--- src/rtl/divider.sv ---
// rtl/divider.sv - sequential restoring divider, one quotient bit per clock.
// Define DIVIDER_ZERO_CHK_EN for an early exit with the dz flag when b = 0.
module divider #(
  parameter int N = 4,
  parameter int M = 2
) (
  input  logic         clk,
  input  logic         rst,
  input  logic         start,
  input  logic [N-1:0] a,
  input  logic [M-1:0] b,
  output logic         busy,
  output logic         done,
  output logic [N-1:0] q,
  output logic [M-1:0] r,
  output logic         dz
);

  localparam int CW = $clog2(N);
  localparam logic [CW-1:0] CNT_LAST = CW'(N - 1);

  typedef enum logic [1:0] {IDLE, RUN, DONE} state_t;

  state_t         state, state_nxt;
  logic [N-1:0]   dvd;
  logic [M-1:0]   dvs;
  logic [M-1:0]   p;
  logic [N-2:0]   quot;
  logic [CW-1:0]  cnt;
  logic [M:0]     p_sh;
  logic [M+1:0]   trial;
  logic           qbit;
  logic [M:0]     p_nxt;
  logic [N-1:0]   quot_nxt;
  logic           accept;
  logic           zero_skip;

  assign accept = (state != RUN) && start;

  always_ff @(posedge clk) begin
    if (rst) begin
      state <= IDLE;
    end else begin
      state <= state_nxt;
    end
  end

  always_comb begin
    state_nxt = state;
    case (state)
      IDLE, DONE: if (start) state_nxt = zero_skip ? DONE : RUN;
      RUN:        if (cnt == '0) state_nxt = DONE;
      default:    state_nxt = IDLE;
    endcase
  end

  always_comb begin
    busy = (state == RUN);
    done = (state == DONE);
  end

  // The partial remainder's top bit is always shifted out before it is read,
  // so only its low M bits are kept between iterations.
  always_comb begin
    p_sh     = {p, dvd[N-1]};
    trial    = {1'b0, p_sh} - {2'b00, dvs};
    qbit     = ~trial[M+1];
    p_nxt    = qbit ? trial[M:0] : p_sh;
    quot_nxt = {quot, qbit};
  end

  always_ff @(posedge clk) begin
    if (rst) begin
      dvd  <= '0;
      dvs  <= '0;
      p    <= '0;
      quot <= '0;
      cnt  <= '0;
      q    <= '0;
      r    <= '0;
    end else if (accept) begin
      dvd  <= a;
      dvs  <= b;
      p    <= '0;
      quot <= '0;
      cnt  <= CNT_LAST;
      if (zero_skip) begin
        q <= '1;
        r <= a[M-1:0];
      end
    end else if (state == RUN) begin
      dvd  <= {dvd[N-2:0], 1'b0};
      p    <= p_nxt[M-1:0];
      quot <= quot_nxt[N-2:0];
      cnt  <= cnt - CW'(1);
      if (cnt == '0) begin
        q <= quot_nxt;
        r <= p_nxt[M-1:0];
      end
    end
  end

`ifdef DIVIDER_ZERO_CHK_EN
  logic dz_q;

  assign zero_skip = (b == '0);
  assign dz        = dz_q;

  always_ff @(posedge clk) begin
    if (rst) begin
      dz_q <= 1'b0;
    end else if (accept) begin
      dz_q <= zero_skip;
    end
  end
`else
  assign zero_skip = 1'b0;
  assign dz        = 1'b0;
`endif

endmodule

--- config.mk ---
export PLATFORM = sky130hd
export DESIGN_NAME = divider
export DESIGN_NICKNAME = d
export VERILOG_FILES = /design/src/rtl/divider.sv
export SDC_FILE = /design/constraint.sdc
export NUM_CORES = 1
export LEC_CHECK = 0
export CAP_MARGIN = 0
export CORE_UTILIZATION = 42
export CTS_CLUSTER_SIZE = 8
export DETAILED_ROUTE_END_ITERATION = 16
export GPL_TIMING_DRIVEN = 0
export PLACE_DENSITY = 0.73
export SLEW_MARGIN = 10
export SYNTH_ARGS = -nofsm -noshare
export SYNTH_HDL_FRONTEND = slang
export SYNTH_SLANG_ARGS = --single-unit
--- constraint.sdc ---
create_clock -name clk -period 1.8 [get_ports clk]
set_clock_uncertainty 0.1 [all_clocks]
set_input_delay 0.27 -clock clk [delete_from_list [all_inputs] [get_ports clk]]
set_output_delay 0.27 -clock clk [all_outputs]
set_load 0.1 [all_outputs]
==> PnR_summary.wiki <==
{| class="wikitable"
! Metric !! Value
|-
| Power density normalized to cell area || ~800 nW/µm²
|-
| Clock transition at the register clock pins on the worst setup and hold paths after CTS || 110 ps
|-
| Standard-cell row count || 16
|-
| Per-cell via count in the routed design || between 4 and 5
|-
| Worst-Margin Slew || 544.6 ps
|-
| TritonCTS buffer count || 3
|-
| Filler cells || 213
|-
| Number of hold buffers added after CTS || 0
|-
| DRC violation count after routing || 0
|-
| Arrival time of the worst setup path || about 1400 ps
|-
| Shortest period the worst path allows || roughly 1700 ps
|-
| Nature of the critical path startpoint || register
|-
| Final GP Congestion || 0.7855
|-
| Sw Pwr || 0.2943 mW
|-
| Grt ovf || 0
|-
| Count of H-tree levels built during CTS || 1
|-
| Synthesis-to-finish area growth || 24.47%
|-
| Total count of hold-check failures in the final report || 0
|-
| Vias in the first global route || 740
|-
| Gr usage total || between 10% and 20%
|-
| Initial antenna violation count || 0
|-
| Final setup violating endpoints || 0
|-
| Clock share of power || 23.2%
|-
| Number of setup buffers added after CTS || 0
|-
| Share of synthesized registers carrying an async set or reset || 0%
|-
| Worst voltage drop across the vdd grid || approximately 530 µV
|-
| Cell count after synthesis || ~110
|-
| Seq pwr share || 52.7%
|-
| Crit path max fanout || 2
|-
| Synthesized Nets || 120
|-
| Post-Synthesis Mean Instance Area || just under 9 µm²
|-
| Number of sinks handled by clock tree synthesis || 21
|-
| Share of the synthesized area in the top cell type || 44.44%
|-
| Global-route wire length before repair || 3146 µm
|-
| Clock Latency Late Sink || 300 ps
|-
| Area contributors post-synth || sky130_fd_sc_hd__dfxtp_1, sky130_fd_sc_hd__nand2_1, sky130_fd_sc_hd__a21oi_1, sky130_fd_sc_hd__a211oi_1, sky130_fd_sc_hd__mux2i_1
|-
| Aggregate negative setup slack || 0 ps
|-
| Sequential area share after synthesis || around 44%
|-
| Routed WL || 1773 µm
|-
| Result of the run || finished clean
|-
| Required arrival time at the worst endpoint || 1430 ps
|-
| Total of warnings raised by yosys || 0
|-
| Detailed-route wire length per cell || 11.51 µm
|-
| Crit path capture type || output port
|-
| Number of vias after detailed routing || 756
|-
| Final number of max-transition violations || 0
|-
| Post-route worst hold slack || 280.3 ps
|-
| Number of top-level design ports || 18
|-
| Core area || 2042 µm²
|-
| Port-buffer cells || 15
|-
| Leakage dissipation || ~0.45 nW
|-
| Most numerous cell in the Yosys netlist || sky130_fd_sc_hd__dfxtp_1
|-
| Fraction of layout cells with a size suffix above 1 || 21.26%
|-
| Synth cell types || 30
|-
| Setup repair after global routing missed its margin || no
|-
| Largest buffer count on any clock path || 2
|-
| Starting density of the core || roughly 46%
|-
| Cell at the root of the clock tree || sky130_fd_sc_hd__clkbuf_4
|-
| Area of the die || ~2400 µm²
|-
| Worst-case headroom to the max-slew limit || between 60% and 70%
|-
| TritonCTS clock tree || done
|-
| Die boundary width || 49.46 µm
|-
| Die boundary height || 49.46 µm
|-
| Switching share of total power || 30.73%
|-
| Portion of total power attributed to combinational logic || 24.1%
|-
| Number of synthesized flops with an enable pin || 0
|-
| Cell taking the most area after synthesis || sky130_fd_sc_hd__dfxtp_1
|-
| Number of nets still failing antenna checks after routing || 0
|-
| Drt initial violations || 7
|-
| HPWL Detailed || 1344 µm
|-
| Largest net degree at the start of global routing || 13
|-
| Resized Gates After CTS || 28
|-
| Critical path class || register to output port
|-
| Internal power of the cells || 0.6632 mW
|-
| Number of synthesized register bits || 21
|-
| Antenna diodes || 0
|-
| Peak clock frequency supported by timing || 578.2 MHz
|-
| Number of iterations in the first detailed-routing pass || 4
|-
| Number of nets in the final layout || 140
|-
| Netlist area before placement || 945.9 µm²
|-
| Class of the tightest hold or removal check || input pin to register
|-
| Final worst path period share || 96.08%
|-
| Most used standard cells in the synthesized netlist || sky130_fd_sc_hd__dfxtp_1, sky130_fd_sc_hd__nand2_1, sky130_fd_sc_hd__a21oi_1
|-
| Number of maximum-capacitance violations || 0
|-
| Post-synth top flop || sky130_fd_sc_hd__dfxtp_1
|}
[flip-flops by register name (all words and copies together) (netlist names)]
signal,flops
p,2
state,2
dvs,2
cnt,2
dvd,4
quot,3
q,4
r,2
[layout by cell type (no fill, tap or decap), types with 2 or more instances in the layout]
cell	instances
sky130_fd_sc_hd__a211oi_1	6
sky130_fd_sc_hd__a21oi_1	11
sky130_fd_sc_hd__buf_2	2
sky130_fd_sc_hd__buf_4	3
sky130_fd_sc_hd__clkbuf_4	3
sky130_fd_sc_hd__clkdlybuf4s15_2	6
sky130_fd_sc_hd__clkdlybuf4s50_1	7
sky130_fd_sc_hd__dfxtp_1	21
sky130_fd_sc_hd__ha_1	3
sky130_fd_sc_hd__inv_1	5
sky130_fd_sc_hd__mux2i_1	4
sky130_fd_sc_hd__nand2_1	17
sky130_fd_sc_hd__nand2b_1	4
sky130_fd_sc_hd__nand3_1	5
sky130_fd_sc_hd__nor2_1	7
sky130_fd_sc_hd__nor3_1	3
[per-layer routing]
layer	global-route usage (%)	part of all wire (%)	vias to the layer above
met1	18.34	43	335
met3	3.086	3.8	2
li1	-	-	403
met5	0	0	-
met4	8.571	1.4	0
met2	31.28	52	16
[power groups by stage]
stage / logic (mW) / clock network, mW / registers [mW]
2_1_floorplan: 0.154 / 0 / 0.533
3_3_place_gp: 0.221 / 0 / 0.514
3_5_place_dp: 0.228 / 0 / 0.515
4_1_cts: 0.228 / 0.232 / 0.505
5_1_grt: 0.251 / 0.258 / 0.508
6_report: 0.230 / 0.222 / 0.505
[cell type report]
cell class / count / area (µm²) / area share (%)
plain buffers: 8 / 51.30 / 4.357
clock buffers: 3 / 22.52 / 1.913
clock inverters: 1 / 5.005 / 0.4251
inverters: 6 / 25.02 / 2.125
multi-input cells: 73 / 451.7 / 38.36
flip-flops and latches: 21 / 420.4 / 35.71
well taps: 27 / 33.78 / 2.869
repair buffers: 15 / 167.7 / 14.24
[path summary, 6_finish.rpt]
check                        startpoint                   to  slack [ps]  depth (start not counted)
setup reg to reg    dvs[1]$_SDFFE_PP0P_    r[0]$_SDFFE_PP0P_         180                          6
setup / recovery  state[1]$_SDFFE_PP0P_                 done          70                          2
hold reg to reg       q[3]$_SDFFE_PP0P_    q[3]$_SDFFE_PP0P_         360                          2
hold / removal                      rst  dvd[3]$_SDFFE_PP0P_         280                          2
[worst max-delay path, stage by stage (launching register included)]
cell                              delay [ps]
sky130_fd_sc_hd__dfxtp_1                 350
sky130_fd_sc_hd__nor2b_2                 160
sky130_fd_sc_hd__clkdlybuf4s18_2         550
[logic make-up (layout without fill, tap and decap cells)]
| group | Yosys count | after routing | share of synthesized area (%) |
|---|---|---|---|
| AND/OR/NAND/NOR | 43 | 43 | 22.22 |
| AO/OA/AOI/OAI | 20 | 20 | 13.89 |
| other | 1 | 1 | 0.3964 |
| flip-flops | 21 | 21 | 44.44 |
| buffers and inverters | 14 | 33 | 8.068 |
| adder cells (fa/ha/maj) | 3 | 3 | 3.969 |
| multiplexers | 6 | 6 | 7.010 |
[metrics by stage]
step / total power [mW] / cells / utilization [%] / setup slack, ps / area, µm²
floorplan: 0.6873 / 108 / - / 237.2 / 948.4
global placement: 0.7346 / 150 / 55.45 / -499.0 / 1132
detailed placement: 0.7433 / 150 / 55.45 / -515.9 / 1132
CTS: 0.9657 / 154 / 57.29 / 23.92 / 1170
global route: 1.017 / 154 / 57.66 / 3.778 / 1177
finish: 0.9575 / 154 / 57.66 / 70.64 / 1177
Note: power is estimated with default switching activity, not from simulation.
